### config.mk
export PLATFORM = sky130hd
export DESIGN_NAME = multicycle_sequencer
export DESIGN_NICKNAME = d
export VERILOG_FILES = /design/src/rtl/multicycle_sequencer.sv
export SDC_FILE = /design/constraint.sdc
export NUM_CORES = 1
export LEC_CHECK = 0
export BUFFER_PORTS_ARGS = -buffer_cell sky130_fd_sc_hd__buf_4
export CORE_AREA = 2 2 42 73
export CTS_BUF_LIST = sky130_fd_sc_hd__clkbuf_8 sky130_fd_sc_hd__clkbuf_16
export DETAILED_ROUTE_END_ITERATION = 10
export DIE_AREA = 0 0 44 75
export PLACE_DENSITY = 0.77
export SLEW_MARGIN = 20
export SYNTH_ARGS = -nofsm -noshare
export SYNTH_HDL_FRONTEND = slang
export SYNTH_SLANG_ARGS = --single-unit
### constraint.sdc
create_clock -name clk -period 7.6 [get_ports clk]
set_input_delay 1.14 -clock clk [delete_from_list [all_inputs] [get_ports clk]]
set_output_delay 1.14 -clock clk [all_outputs]
set_load 0.02 [all_outputs]
### src/rtl/multicycle_sequencer.sv
// Multi-cycle control FSM for the accumulator CPU: fetch/decode/memrd/exec/memwr with
// memory handshake, halt-at-boundary and a memory-timeout watchdog. Optional macro: SEQ_ILLEGAL_TRAP_EN.
module multicycle_sequencer #(
    parameter int MEM_TIMEOUT = 15,
    parameter int CNT_W       = 8
) (
    input  logic       clk,
    input  logic       rst,
    input  logic [3:0] opr,
    input  logic       zero,
    input  logic       mem_ready,
    input  logic       halt_req,
    output logic       mem_read,
    output logic       mem_write,
    output logic       addr_src,
    output logic       ir_write,
    output logic       pc_write,
    output logic       pc_src,
    output logic       acc_write,
    output logic       acc_src,
    output logic [2:0] alu_cont,
    output logic       halted,
    output logic       fault,
    output logic [2:0] state
);

    // state | meaning
    // FETCH  | read instruction at PC, load IR, PC+1
    // DECODE | latch opcode, resolve jumps, pick next phase
    // MEMRD  | read operand at IR address
    // EXEC   | ALU result into ACC
    // MEMWR  | store ACC at IR address
    // HALTED | stopped by request, HLT or fault
    typedef enum logic [2:0] {
        S_FETCH  = 3'd0,
        S_DECODE = 3'd1,
        S_MEMRD  = 3'd2,
        S_EXEC   = 3'd3,
        S_MEMWR  = 3'd4,
        S_HALTED = 3'd5
    } state_t;

    typedef enum logic [1:0] {
        CAUSE_NONE  = 2'd0,
        CAUSE_REQ   = 2'd1,
        CAUSE_HLT   = 2'd2,
        CAUSE_FAULT = 2'd3
    } cause_t;

    localparam logic [3:0] OP_ADD = 4'b0000;
    localparam logic [3:0] OP_SUB = 4'b0001;
    localparam logic [3:0] OP_AND = 4'b0010;
    localparam logic [3:0] OP_OR  = 4'b0011;
    localparam logic [3:0] OP_NOT = 4'b0100;
    localparam logic [3:0] OP_JMP = 4'b0110;
    localparam logic [3:0] OP_JZ  = 4'b0111;
    localparam logic [3:0] OP_LDA = 4'b1000;
    localparam logic [3:0] OP_STA = 4'b1001;
    localparam logic [3:0] OP_HLT = 4'b1111;

    // Timeout fires on the low cycle that would bring the counter up to MEM_TIMEOUT.
    localparam logic [CNT_W-1:0] WAIT_LAST = CNT_W'(MEM_TIMEOUT - 1);

    state_t           state_q, state_d;
    cause_t           cause_q, cause_d;
    logic [3:0]       op_q, op_d;
    logic [CNT_W-1:0] wait_q, wait_d;
    logic             fault_q, fault_d;
    logic             timeout_hit;
    logic             is_req;
    logic             finish;

    assign timeout_hit = (wait_q == WAIT_LAST);

    always_ff @(posedge clk or posedge rst) begin
        if (rst) begin
            state_q <= S_FETCH;
            cause_q <= CAUSE_NONE;
            op_q    <= 4'b0000;
            wait_q  <= '0;
            fault_q <= 1'b0;
        end else begin
            state_q <= state_d;
            cause_q <= cause_d;
            op_q    <= op_d;
            wait_q  <= wait_d;
            fault_q <= fault_d;
        end
    end

    always_comb begin
        state_d   = state_q;
        cause_d   = cause_q;
        op_d      = op_q;
        fault_d   = fault_q;
        is_req    = 1'b0;
        finish    = 1'b0;
        mem_read  = 1'b0;
        mem_write = 1'b0;
        addr_src  = 1'b0;
        ir_write  = 1'b0;
        pc_write  = 1'b0;
        pc_src    = 1'b0;
        acc_write = 1'b0;
        acc_src   = 1'b0;
        alu_cont  = 3'b000;
        halted    = 1'b0;

        case (state_q)
            S_FETCH: begin
                is_req   = 1'b1;
                mem_read = 1'b1;
                if (mem_ready) begin
                    ir_write = 1'b1;
                    pc_write = 1'b1;
                    state_d  = S_DECODE;
                end else if (timeout_hit) begin
                    fault_d = 1'b1;
                    cause_d = CAUSE_FAULT;
                    state_d = S_HALTED;
                end
            end
            S_DECODE: begin
                op_d = opr;
                case (opr)
                    OP_ADD, OP_SUB, OP_AND, OP_OR, OP_LDA: state_d = S_MEMRD;
                    OP_NOT: state_d = S_EXEC;
                    OP_STA: state_d = S_MEMWR;
                    OP_JMP: begin
                        pc_write = 1'b1;
                        pc_src   = 1'b1;
                        finish   = 1'b1;
                    end
                    OP_JZ: begin
                        pc_write = zero;
                        pc_src   = 1'b1;
                        finish   = 1'b1;
                    end
                    OP_HLT: begin
                        state_d = S_HALTED;
                        cause_d = CAUSE_HLT;
                    end
                    default: begin
`ifdef SEQ_ILLEGAL_TRAP_EN
                        fault_d = 1'b1;
                        cause_d = CAUSE_FAULT;
                        state_d = S_HALTED;
`else
                        finish = 1'b1;
`endif
                    end
                endcase
            end
            S_MEMRD: begin
                is_req   = 1'b1;
                mem_read = 1'b1;
                addr_src = 1'b1;
                if (mem_ready) begin
                    if (op_q == OP_LDA) begin
                        acc_write = 1'b1;
                        acc_src   = 1'b1;
                        finish    = 1'b1;
                    end else begin
                        state_d = S_EXEC;
                    end
                end else if (timeout_hit) begin
                    fault_d = 1'b1;
                    cause_d = CAUSE_FAULT;
                    state_d = S_HALTED;
                end
            end
            S_EXEC: begin
                acc_write = 1'b1;
                case (op_q)
                    OP_SUB:  alu_cont = 3'b001;
                    OP_AND:  alu_cont = 3'b010;
                    OP_OR:   alu_cont = 3'b011;
                    OP_NOT:  alu_cont = 3'b100;
                    default: alu_cont = 3'b000;
                endcase
                finish = 1'b1;
            end
            S_MEMWR: begin
                is_req    = 1'b1;
                mem_write = 1'b1;
                addr_src  = 1'b1;
                if (mem_ready) begin
                    finish = 1'b1;
                end else if (timeout_hit) begin
                    fault_d = 1'b1;
                    cause_d = CAUSE_FAULT;
                    state_d = S_HALTED;
                end
            end
            S_HALTED: begin
                halted = 1'b1;
                if (cause_q == CAUSE_REQ && !halt_req) begin
                    state_d = S_FETCH;
                    cause_d = CAUSE_NONE;
                end
            end
            default: state_d = S_FETCH;
        endcase

        // Instruction boundary: the only point where an external halt is honoured.
        if (finish) begin
            if (halt_req) begin
                state_d = S_HALTED;
                cause_d = CAUSE_REQ;
            end else begin
                state_d = S_FETCH;
            end
        end

        if (state_d != state_q) begin
            wait_d = '0;
        end else if (is_req && !mem_ready) begin
            wait_d = wait_q + 1'b1;
        end else begin
            wait_d = wait_q;
        end

        // Hold every strobe low while reset is asserted.
        if (rst) begin
            mem_read  = 1'b0;
            mem_write = 1'b0;
            addr_src  = 1'b0;
            ir_write  = 1'b0;
            pc_write  = 1'b0;
            pc_src    = 1'b0;
            acc_write = 1'b0;
            acc_src   = 1'b0;
            alu_cont  = 3'b000;
            halted    = 1'b0;
        end
    end

    assign fault = fault_q;
    assign state = state_q;

endmodule

==> metrics.txt <==
# TYPE chip_impl_metric gauge
chip_impl_info{name="worst_setup_path_start_kind",value="primary input"} 1
chip_impl_metric{name="max-cap-violations",unit=""} 0
chip_impl_metric{name="finalClockSkew",unit="ps"} 4.58
chip_impl_metric{name="slew_headroom",unit=""} 0.320
chip_impl_metric{name="place_worst_setup_slack",unit="ps"} 4300
chip_impl_metric{name="via_count_of_the_first_global_routing_pass",unit=""} 1162
chip_impl_info{name="path_cells",value="buf_4 > nor3_1 > nor3b_1 > a21o_1 > buf_4"} 1
chip_impl_metric{name="cts_post_setup_buffers_inserted",unit=""} 0
chip_impl_metric{name="final_setup_violation_count",unit=""} 0
chip_impl_metric{name="synthesis.instances",unit=""} 145
chip_impl_info{name="worstHoldPathType",value="reg -> reg"} 1
chip_impl_info{name="end_kind",value="primary output"} 1
chip_impl_metric{name="syn_area",unit="mm^2"} 0.00129
chip_impl_metric{name="total_power",unit="uW"} 506
chip_impl_info{name="worstReg2RegStart",value="state[1]$_DFF_PP0_"} 1
chip_impl_metric{name="clock_path_buffers",unit=""} 2
chip_impl_metric{name="whs",unit="ps"} 472
chip_impl_metric{name="post_route_cells_drive_above_1_share",unit=""} 0.229
chip_impl_metric{name="grt.met3_usage",unit=""} 0.0456
chip_impl_metric{name="fin_util",unit=""} 0.567
chip_impl_metric{name="finish.net_count",unit=""} 178
chip_impl_metric{name="number_of_nets_produced_by_synthesis",unit=""} 156
chip_impl_info{name="cp_common_cell",value="buf_4"} 1
chip_impl_metric{name="rows",unit=""} 25
chip_impl_metric{name="synth_enable_flop_cells",unit=""} 0
chip_impl_metric{name="min_period",unit="ps"} 3320
chip_impl_metric{name="detail_route.wl_per_cell",unit="um"} 16.0
chip_impl_metric{name="final_report_max_slew_violation_count",unit=""} 0
chip_impl_metric{name="detailedRoute.firstIterationViolations",unit=""} 32
chip_impl_metric{name="syn_avg_cell_area",unit="um^2"} 8.90
chip_impl_metric{name="syn2layout_area_growth",unit="%"} 18.1
chip_impl_metric{name="maximum_number_of_pins_on_one_net_before_global_route_repair",unit=""} 19
chip_impl_metric{name="starting_utilization_of_the_core_area",unit=""} 0.480
chip_impl_metric{name="worst-path-buf-inv",unit=""} 2
chip_impl_metric{name="dpl_cell_area",unit="mm^2"} 0.00147
chip_impl_metric{name="power_frac_seq",unit=""} 0.335
chip_impl_metric{name="fmax",unit="MHz"} 302
chip_impl_metric{name="core-area",unit="mm^2"} 0.00269
chip_impl_metric{name="internal_power",unit="uW"} 266
chip_impl_info{name="tritoncts",value="built"} 1
chip_impl_metric{name="die_x",unit="um"} 44
chip_impl_metric{name="yosys_warnings",unit=""} 0
chip_impl_metric{name="ir_worst_vdd",unit="V"} 0.000154
chip_impl_metric{name="worst_stage_delay_on_the_critical_path",unit="ps"} 340
chip_impl_metric{name="yosys.area.top_type_share",unit=""} 0.349
chip_impl_metric{name="grt_util_met2",unit=""} 0.386
chip_impl_metric{name="num_cts_buffers",unit=""} 3
chip_impl_info{name="global_route.peak_usage_layer",value="met2"} 1
chip_impl_metric{name="fin_ws",unit="ps"} 4280
chip_impl_info{name="timing.hold.worst.start",value="fault$_DFFE_PP0P_"} 1
chip_impl_info{name="critical_path.slowest_cell",value="nor3b_1"} 1
chip_impl_metric{name="dp.cells",unit=""} 189
chip_impl_metric{name="worstMarginPinSlew",unit="ps"} 1010
chip_impl_metric{name="final-hold-violation-count",unit=""} 0
chip_impl_metric{name="final_cell_count_no_fill",unit=""} 193
chip_impl_metric{name="cp_max_fo",unit=""} 7
chip_impl_metric{name="cp.required",unit="ps"} 6460
chip_impl_metric{name="holdPathStages",unit=""} 1
chip_impl_metric{name="buffer_ports.inserted",unit=""} 24
chip_impl_info{name="rsz0062_at_grt",value="no"} 1
chip_impl_info{name="predominant_post_synthesis_flop_cell",value="dfrtp_1"} 1
chip_impl_metric{name="detail-route-antenna-nets",unit=""} 0
chip_impl_metric{name="vias_cell",unit=""} 6.30
chip_impl_metric{name="cts_sinks",unit=""} 18
chip_impl_metric{name="power.clock.fraction",unit=""} 0.160
chip_impl_metric{name="cts.clk_slew.worst_paths",unit="ps"} 70
chip_impl_info{name="synth_top_cell_by_area",value="dfrtp_1"} 1
chip_impl_metric{name="ys_async_sr_fraction",unit=""} 1.00
chip_impl_metric{name="gr-usage-all-layers",unit=""} 0.214
chip_impl_metric{name="cts_hold_buffers",unit=""} 0
chip_impl_metric{name="setup.reg_to_reg.worst_slack",unit="ps"} 4830
chip_impl_metric{name="stdcell_area",unit="mm^2"} 0.00152
chip_impl_metric{name="cts_max_level",unit=""} 1
chip_impl_metric{name="final_min_period_over_clock_period",unit=""} 0.436
chip_impl_metric{name="dr_total_vias",unit=""} 1216
chip_impl_metric{name="netlist-cell-type-count",unit=""} 41
chip_impl_metric{name="yosysSeqAreaShare",unit=""} 0.349
chip_impl_metric{name="power.density",unit="mW/mm^2"} 332
chip_impl_metric{name="netSwitchingFraction",unit=""} 0.474
chip_impl_metric{name="antenna_cells_inserted",unit=""} 0
chip_impl_info{name="clockRootBuffer",value="clkbuf_8"} 1
chip_impl_metric{name="vertical_extent_of_the_die",unit="um"} 75
chip_impl_metric{name="count_of_pins_on_the_block_boundary",unit=""} 25
chip_impl_info{name="hold_path_end",value="fault$_DFFE_PP0P_"} 1
chip_impl_info{name="crit_type",value="in -> out"} 1
chip_impl_metric{name="drt-pass1-iter-count",unit=""} 4
chip_impl_metric{name="antenna_found_initial",unit=""} 0
chip_impl_metric{name="post_cts_resized",unit=""} 0
chip_impl_metric{name="dp.final_hpwl",unit="mm"} 2.34
chip_impl_info{name="crit-reg2reg-capture",value="wait_q[1]$_DFFE_PP0P_"} 1
chip_impl_metric{name="static-leakage-power",unit="nW"} 0.711
chip_impl_metric{name="timing.critical_path.arrival",unit="ps"} 2180
chip_impl_metric{name="post_route_drc_violation_count",unit=""} 0
chip_impl_metric{name="finalWirelength",unit="mm"} 3.09
chip_impl_metric{name="gr-usage-met1",unit=""} 0.228
chip_impl_metric{name="ys_seq_elements",unit=""} 18
chip_impl_info{name="synthTopCellsByArea",value="dfrtp_1 (35%), nor3_2 (5.4%), nand2_1 (5.2%)"} 1
chip_impl_metric{name="floorplan.die_area",unit="mm^2"} 0.00330
chip_impl_info{name="top_family_by_delay_on_critical_path",value="simple AND/OR/NAND/NOR gates"} 1
chip_impl_metric{name="globalRouteOverflowTotal",unit=""} 0
chip_impl_metric{name="first_pass_grt_wire_length",unit="mm"} 5.28
chip_impl_info{name="result_of_the_run",value="finished clean"} 1
chip_impl_metric{name="gp_congestion",unit=""} 0.848
chip_impl_metric{name="timing.setup.tns",unit="ps"} 0
chip_impl_metric{name="clock_insertion_delay_worst_skew",unit="ps"} 270
chip_impl_metric{name="combinationalPowerShare",unit=""} 0.505
chip_impl_metric{name="p_switching",unit="uW"} 240
chip_impl_metric{name="worst-r2r-cell-count",unit=""} 6
-- flip-flops by register name, summed over array words and instances (netlist names) --
name,cells
state,3
op_q,4
fault,1
wait_q,8
cause_q,2
-- worst max-delay path by stage --
stage	start	to	slack, ps	cells past startpoint
floorplan	rst	pc_write	3830	3
global placement	rst	pc_write	4380	5
detailed placement	rst	pc_write	4300	5
CTS	rst	pc_write	4290	5
global route	rst	pc_write	4130	5
finish	rst	pc_write	4280	5
-- cell usage after synthesis (3+ instances only) --
master    number
a211oi_1       3
a21o_1         5
a21oi_1        7
and3_1         3
clkbuf_1       5
dfrtp_1       18
inv_1          8
nand2_1       18
nand3_1        4
nand4_1        5
nor2_1         6
nor3_1         8
nor3_2         7
nor3b_1        6
o21ai_0        5
xnor2_1        3
xor2_1         5
-- per-layer routing --
layer | wire [um] | vias to the layer above
li1 | - | 572
met1 | 1170 | 590
met2 | 1690 | 45
met3 | 153 | 9
met4 | 86 | 0
met5 | 0 | -
-- power groups by stage --
stage	registers [mW]	logic, mW	clock network, mW
floorplan	0.152	0.214	0
global placement	0.167	0.250	0
detailed placement	0.169	0.253	0
CTS	0.168	0.256	0.0798
global route	0.173	0.282	0.0868
finish	0.170	0.255	0.0811
-- logic make-up after synthesis --
| kind of cell | Yosys count | share of synthesized area |
|---|---|---|
| xor+xnor | 8 | 0.0543 |
| compound gates | 31 | 0.192 |
| flops | 18 | 0.349 |
| buf+inv | 15 | 0.0504 |
| mux | 1 | 0.00776 |
| fa+ha+maj | 2 | 0.0194 |
| simple gates | 70 | 0.327 |
-- cell usage in the layout (no fill, tap or decap), types with 5 or more instances in the layout --
| cell type | Yosys | final |
|---|---|---|
| nor2_1 | 6 | 6 |
| nor3_2 | 7 | 7 |
| o21ai_0 | 5 | 5 |
| xor2_1 | 5 | 5 |
| nor3b_1 | 6 | 6 |
| dfrtp_1 | 18 | 18 |
| nor3_1 | 8 | 8 |
| nand4_1 | 5 | 5 |
| a21o_1 | 5 | 5 |
| buf_4 | 0 | 24 |
| nand2_1 | 18 | 18 |
| a21oi_1 | 7 | 7 |
| inv_1 | 8 | 8 |
-- worst reg2reg max path, stage by stage (launching register included) --
cell,delay [ps]
dfrtp_1,570
or3b_1,550
or4_4,590
nand3_1,190
o21ai_0,180
a21bo_1,370
a2111oi_4,230
-- final cells by class --
class | instances | area, um^2
fill | 252 | 1170
clock buffer | 4 | 55.1
timing repair buffer | 24 | 180
tap | 27 | 33.8
multi-input combinational | 112 | 774
sequential | 18 | 450
inverter | 8 | 30.0
Note: power is estimated with default switching activity, not from simulation.
